## config.mk

```make
export PLATFORM = sky130hd
export DESIGN_NAME = photo_reader_ctl_flat
export DESIGN_NICKNAME = d
export VERILOG_FILES = /design/src/rtl/photo_reader_ctl_if.sv /design/src/rtl/photo_reader_ctl.sv /design/src/flat_wrapper.sv
export SDC_FILE = /design/constraint.sdc
export NUM_CORES = 1
export LEC_CHECK = 0
export BUFFER_PORTS_ARGS = -buffer_cell sky130_fd_sc_hd__buf_4
export CAP_MARGIN = 10
export CORE_MARGIN = 2
export CORE_UTILIZATION = 50
export CTS_CLUSTER_SIZE = 10
export DETAILED_ROUTE_END_ITERATION = 6
export MAX_ROUTING_LAYER = met4
export PLACE_DENSITY_LB_ADDON = 0.08
export SYNTH_ARGS = -nofsm -noshare
export SYNTH_HDL_FRONTEND = slang
export SYNTH_SLANG_ARGS = --single-unit
```

## constraint.sdc

```tcl
create_clock -name CLOCK -period 2.1 [get_ports CLOCK]
set_clock_uncertainty 0.05 [all_clocks]
set_input_delay 0.315 -clock CLOCK [delete_from_list [all_inputs] [get_ports CLOCK]]
set_output_delay 0.315 -clock CLOCK [all_outputs]
set_load 0.1 [all_outputs]
```

## src/rtl/photo_reader_ctl_if.sv

```systemverilog
// Tape-source and computer-input handshake bundle for the phototape reader controller.
// master is the controller side, slave is the tape source / computer input side.
interface photo_reader_ctl_if;
  logic       tape_valid;
  logic [4:0] tape_data;
  logic       tape_end;
  logic       tape_ready;
  logic       rd_valid;
  logic [4:0] rd_data;
  logic       rd_ready;

  modport master (
    input  tape_valid, tape_data, tape_end, rd_ready,
    output tape_ready, rd_valid, rd_data
  );

  modport slave (
    output tape_valid, tape_data, tape_end, rd_ready,
    input  tape_ready, rd_valid, rd_data
  );
endinterface

```

## src/rtl/photo_reader_ctl.sv

```systemverilog
// Phototape reader sequencer: motor spin-up, frame fetch, paced delivery, stop on stop code.
//   state     | meaning
//   S_IDLE    | reader stopped, waiting for start
//   S_SPINUP  | motor spinning up, counting SPINUP_MS ticks
//   S_FETCH   | asking tape source for the next frame
//   S_DELIVER | frame presented to computer input
//   S_PACE    | holding off FRAME_MS ticks before next fetch
module photo_reader_ctl #(
  parameter int         SPINUP_MS = 20,
  parameter int         FRAME_MS  = 4,
  parameter logic [4:0] STOP_CODE = 5'b10000
) (
  input  logic              CLOCK,
  input  logic              rst,
  input  logic              tick_ms,
  input  logic              start,
  input  logic              abort,
  photo_reader_ctl_if.master bus,
  output logic              WAIT_FOR_TAPE,
  output logic              stop_seen,
  output logic              tape_err
);

  localparam int MAX_MS = (SPINUP_MS > FRAME_MS) ? SPINUP_MS : FRAME_MS;
  localparam int CW     = $clog2(MAX_MS + 1);
  localparam logic [CW-1:0] SPINUP_N = CW'(SPINUP_MS);
  localparam logic [CW-1:0] FRAME_N  = CW'(FRAME_MS);

  typedef enum logic [2:0] {
    S_IDLE    = 3'd0,
    S_SPINUP  = 3'd1,
    S_FETCH   = 3'd2,
    S_DELIVER = 3'd3,
    S_PACE    = 3'd4
  } state_t;

  state_t        state, state_nxt;
  logic [CW-1:0] ms_cnt;
  logic [4:0]    rd_data_q;
  logic          stop_nxt;
  logic          err_set;
  logic          err_clr;
  logic          latch_en;
  logic          cnt_clr;
  logic          cnt_run;

  always_comb begin
    state_nxt = state;
    stop_nxt  = 1'b0;
    err_set   = 1'b0;
    err_clr   = 1'b0;
    latch_en  = 1'b0;
    if (abort) begin
      state_nxt = S_IDLE;
    end else begin
      case (state)
        S_IDLE: begin
          if (start) begin
            state_nxt = S_SPINUP;
            err_clr   = 1'b1;
          end
        end
        S_SPINUP: begin
          if (ms_cnt == SPINUP_N) state_nxt = S_FETCH;
        end
        S_FETCH: begin
          // a frame arriving alongside tape_end still gets handled as a frame
          if (bus.tape_valid) begin
            latch_en = 1'b1;
            if (bus.tape_data == STOP_CODE) begin
              stop_nxt  = 1'b1;
              state_nxt = S_IDLE;
            end else begin
              state_nxt = S_DELIVER;
            end
          end else if (bus.tape_end) begin
            err_set   = 1'b1;
            state_nxt = S_IDLE;
          end
        end
        S_DELIVER: begin
          if (bus.rd_ready) state_nxt = S_PACE;
        end
        S_PACE: begin
          if (ms_cnt == FRAME_N) state_nxt = S_FETCH;
        end
        default: state_nxt = S_IDLE;
      endcase
    end
  end

  // Clearing on the transition edge means a tick in the entry cycle is never counted.
  assign cnt_clr = (state_nxt != state) &&
                   ((state_nxt == S_SPINUP) || (state_nxt == S_PACE));
  assign cnt_run = tick_ms && ((state == S_SPINUP) || (state == S_PACE)) &&
                   (ms_cnt != {CW{1'b1}});

  always_ff @(posedge CLOCK or posedge rst) begin
    if (rst) begin
      state     <= S_IDLE;
      ms_cnt    <= '0;
      rd_data_q <= '0;
      stop_seen <= 1'b0;
      tape_err  <= 1'b0;
    end else begin
      state     <= state_nxt;
      stop_seen <= stop_nxt;
      if (latch_en) rd_data_q <= bus.tape_data;
      if (err_set)      tape_err <= 1'b1;
      else if (err_clr) tape_err <= 1'b0;
      if (cnt_clr)      ms_cnt <= '0;
      else if (cnt_run) ms_cnt <= ms_cnt + 1'b1;
    end
  end

  assign bus.tape_ready = (state == S_FETCH);
  assign bus.rd_valid   = (state == S_DELIVER);
  assign bus.rd_data    = rd_data_q;
  assign WAIT_FOR_TAPE  = (state != S_IDLE);

endmodule

```

## src/flat_wrapper.sv

```systemverilog
// flat-port wrapper written by rule: the top's interface ports become plain ports
module photo_reader_ctl_flat 
#(
  parameter int         SPINUP_MS = 20,
  parameter int         FRAME_MS  = 4,
  parameter logic [4:0] STOP_CODE = 5'b10000
)
  (CLOCK, rst, tick_ms, start, abort, WAIT_FOR_TAPE, stop_seen, tape_err, bus_tape_valid, bus_tape_data, bus_tape_end, bus_rd_ready, bus_tape_ready, bus_rd_valid, bus_rd_data);
  photo_reader_ctl_if bus_i ();
  input  logic CLOCK;
  input  logic rst;
  input  logic tick_ms;
  input  logic start;
  input  logic abort;
  output logic WAIT_FOR_TAPE;
  output logic stop_seen;
  output logic tape_err;
  input wire logic [$bits(bus_i.tape_valid)-1:0] bus_tape_valid;
  input wire logic [$bits(bus_i.tape_data)-1:0] bus_tape_data;
  input wire logic [$bits(bus_i.tape_end)-1:0] bus_tape_end;
  input wire logic [$bits(bus_i.rd_ready)-1:0] bus_rd_ready;
  output wire logic [$bits(bus_i.tape_ready)-1:0] bus_tape_ready;
  output wire logic [$bits(bus_i.rd_valid)-1:0] bus_rd_valid;
  output wire logic [$bits(bus_i.rd_data)-1:0] bus_rd_data;
  assign bus_i.tape_valid = bus_tape_valid;
  assign bus_i.tape_data = bus_tape_data;
  assign bus_i.tape_end = bus_tape_end;
  assign bus_i.rd_ready = bus_rd_ready;
  assign bus_tape_ready = bus_i.tape_ready;
  assign bus_rd_valid = bus_i.rd_valid;
  assign bus_rd_data = bus_i.rd_data;
  photo_reader_ctl #(.SPINUP_MS(SPINUP_MS), .FRAME_MS(FRAME_MS), .STOP_CODE(STOP_CODE)) u_core (.CLOCK(CLOCK), .rst(rst), .tick_ms(tick_ms), .start(start), .abort(abort), .bus(bus_i), .WAIT_FOR_TAPE(WAIT_FOR_TAPE), .stop_seen(stop_seen), .tape_err(tape_err));
endmodule
```

==> results.yml <==
run_status:
  status: "complete, no violations"
yosys:
  yosys_warnings: 0
  yosys.area.top_type: "dfrtp_1"
  ys_seq_elements: 15
  synth_area_sq_um: 878.3
  synthFlopType: "dfrtp_1"
  synth_commonest_cells: "dfrtp_1, a21oi_1, inv_1"
  netlist_instances: 81
  netlist-cell-type-count: 35
  synthTopCellsByArea: "dfrtp_1, ha_1, a21oi_1, mux2_1, a2111oi_4"
  syn_area_per_cell_sq_um: 10.84
  synth_edf_count: 0
  async_flop_share_pct: 100.0
  ys_seq_area_share_pct: 42.74
  synth_nets: 97
  netlist.area_leader.share_pct: 42.74
  yosys.cell_count.top_type: "dfrtp_1"
final_layout:
  n_antenna_cell: 0
  area.growth.synth_to_final_pct: 26.07
  drive_gt1_share_pct: 37.96
  fin_util_pct: 65.56
  nFillCells: 144
  nets: 125
sta:
  worst_pin_slew_ns: 0.5811
  relSlewSlack_pct: 61.21
  slew_viol_final: 0
  fmax_mhz: 503.9
  period_share_pct: 94.51
  hold_viol_final: 0
  period_needed_ns: 1.985
  tns_ns: 0
  rsz0062_at_grt: "no"
  setup_viol: 0
setup_path:
  path_class: "flop to output port"
  worstPathMaxFanout: 8
  end_kind: "output port"
  reg2reg_slack_ns: 0.25
  crit_required_ns: 1.74
  start_kind: "flop"
  arrival_ns: 1.62
detailed_routing:
  drc: 0
  post_drt_via_cell_ratio: 5.552
  wl_mm: 1.787
  route.vias.total: 694
  dr.pass1.iters: 4
  dr.first_iter.drc_count: 19
  ant_nets: 0
  routedWlPerCell_um: 14.30
clock_tree:
  clkSinkCount: 15
  htreeDepth: 1
  postCtsHoldBufs: 0
  cts_tree: "yes"
  clk_latency_ns: 0.29
  cts_root_buf: "clkbuf_4"
  path_clk_slew_ns: 0.10
  clockBufferDepth: 2
  cts_setup_buffers: 0
  cts_resized: 0
  numCtsBuffers: 3
power_and_ir_drop:
  power-per-cell-area_mw_per_mm2: 602.0
  power_leakage_nw: 0.5782
  vdd_drop_max_mv: 0.4857
die:
  die_h_um: 45.91
  row_count: 15
  die_w_um: 45.91
  initial_core_util_pct: 52.00
  core_area_sq_mm: 0.001689
  io_pins: 23
  die_area_sq_mm: 0.002108
placement:
  hpwlAfterDp_mm: 1.340
  port_buffers: 22
  place.gp.congestion: 0.8219
global_route:
  overflow: 0
  antenna_found_initial: 0
  grt_max_degree: 16
  grt_pass1_wl_mm: 3.118
  grt_usage_pct: 21.90
  grt_pass1_vias: 713
job:
  max_cap_viol_count: 0
worst_hold_path:
  worstHoldPathType: "input port to async pin"
==> per-layer routing <==
layer	up-vias	global-route usage [%]	share of wire, %
li1	350	-	-
met1	328	28.25	46
met2	14	32.22	49
met3	2	3.571	3.5
met4	0	12.57	0.90
met5	-	-	0
==> kinds of logic after synthesis <==
family / Yosys count / share of synthesized area, %
and+or+nand+nor: 26 / 18.66
muxes: 7 / 8.689
AOI/OAI and AO/OA: 17 / 16.67
adders and majority gates: 3 / 4.274
xor gates and xnor gates: 4 / 3.989
buffers and inverters: 9 / 4.986
DFF: 15 / 42.74
==> power by group <==
group	total [mW]	internal, mW	switching, mW	leakage [nW]
clock	0.171	0.0708	0.0999	0.0177
sequential	0.328	0.310	0.0185	0.204
combinational	0.168	0.0608	0.107	0.357
==> sequential cells by signal (all words and copies together) (netlist names) <==
signal              flops
u_core.stop_seen        1
u_core.ms_cnt           5
u_core.state            3
u_core.tape_err         1
u_core.bus.rd_data      5
==> through the flow <==
stage / cells / cell area [sq um] / power (mW) / setup WS, ns / hold slack, ns
after floorplan: 81 / 878.3 / 0.4450 / 0.2057 / 0.1665
after global placement: 121 / 1075 / 0.4922 / 0.2760 / 0.3676
after detailed placement: 121 / 1075 / 0.4989 / 0.1883 / 0.3678
after CTS: 125 / 1102 / 0.6714 / 0.1248 / 0.04927
after global routing: 125 / 1107 / 0.7041 / 0.05808 / 0.07545
final: 125 / 1107 / 0.6666 / 0.1154 / 0.03052
==> worst max-delay path, cell delays in order (launching register included) <==
cell	delay [ns]
dfrtp_1	0.53
or3b_4	0.46
clkinv_4	0.06
buf_4	0.28
==> cell usage in the layout (no fill, tap or decap) <==
cell,count
mux2_1,3
nor3b_1,1
a21oi_1,7
o41ai_1,1
clkbuf_4,3
o311a_1,1
o311ai_0,2
a2111oi_4,1
mux2i_1,2
nand3_1,2
inv_1,6
clkinv_2,1
nand2_1,4
xor2_1,3
xnor2_1,1
nor2_1,4
buf_4,25
ha_1,3
nor3b_2,1
mux2_2,2
nand3b_1,3
or3_1,1
or2_2,1
dfrtp_1,15
clkinv_4,1
o21ai_0,1
a21o_1,1
o41ai_2,1
nor3_1,1
and3_1,2
or2_1,1
or3b_4,2
a31oi_1,1
or4b_2,1
nor4_1,1
or2b_4,1
a31oi_2,1
==> final cells by class <==
| type | instances | area [sq um] | share of cell area (%) |
|---|---|---|---|
| clock buffer | 3 | 22.52 | 2.034 |
| clock inverter | 1 | 5.005 | 0.4520 |
| inverter | 7 | 31.28 | 2.825 |
| multi-input combinational | 57 | 464.2 | 41.92 |
| sequential | 15 | 375.4 | 33.90 |
| tap | 17 | 21.27 | 1.921 |
| timing repair buffer | 25 | 187.7 | 16.95 |
==> path summary, 6_finish.rpt <==
kind                       depth (start not counted)                    end                   from
setup / recovery                                   3         bus_tape_ready        u_core.state[1]
hold / removal                                     2  u_core.bus.rd_data[1]                    rst
setup reg to reg                                   7       u_core.ms_cnt[1]       u_core.ms_cnt[0]
hold reg to reg                                    1  u_core.bus.rd_data[4]  u_core.bus.rd_data[4]
max in group asynchronous                          2  u_core.bus.rd_data[3]                    rst
min in group CLOCK                                 2       u_core.stop_seen       bus_tape_data[0]
(Power assumes the default switching activity.)
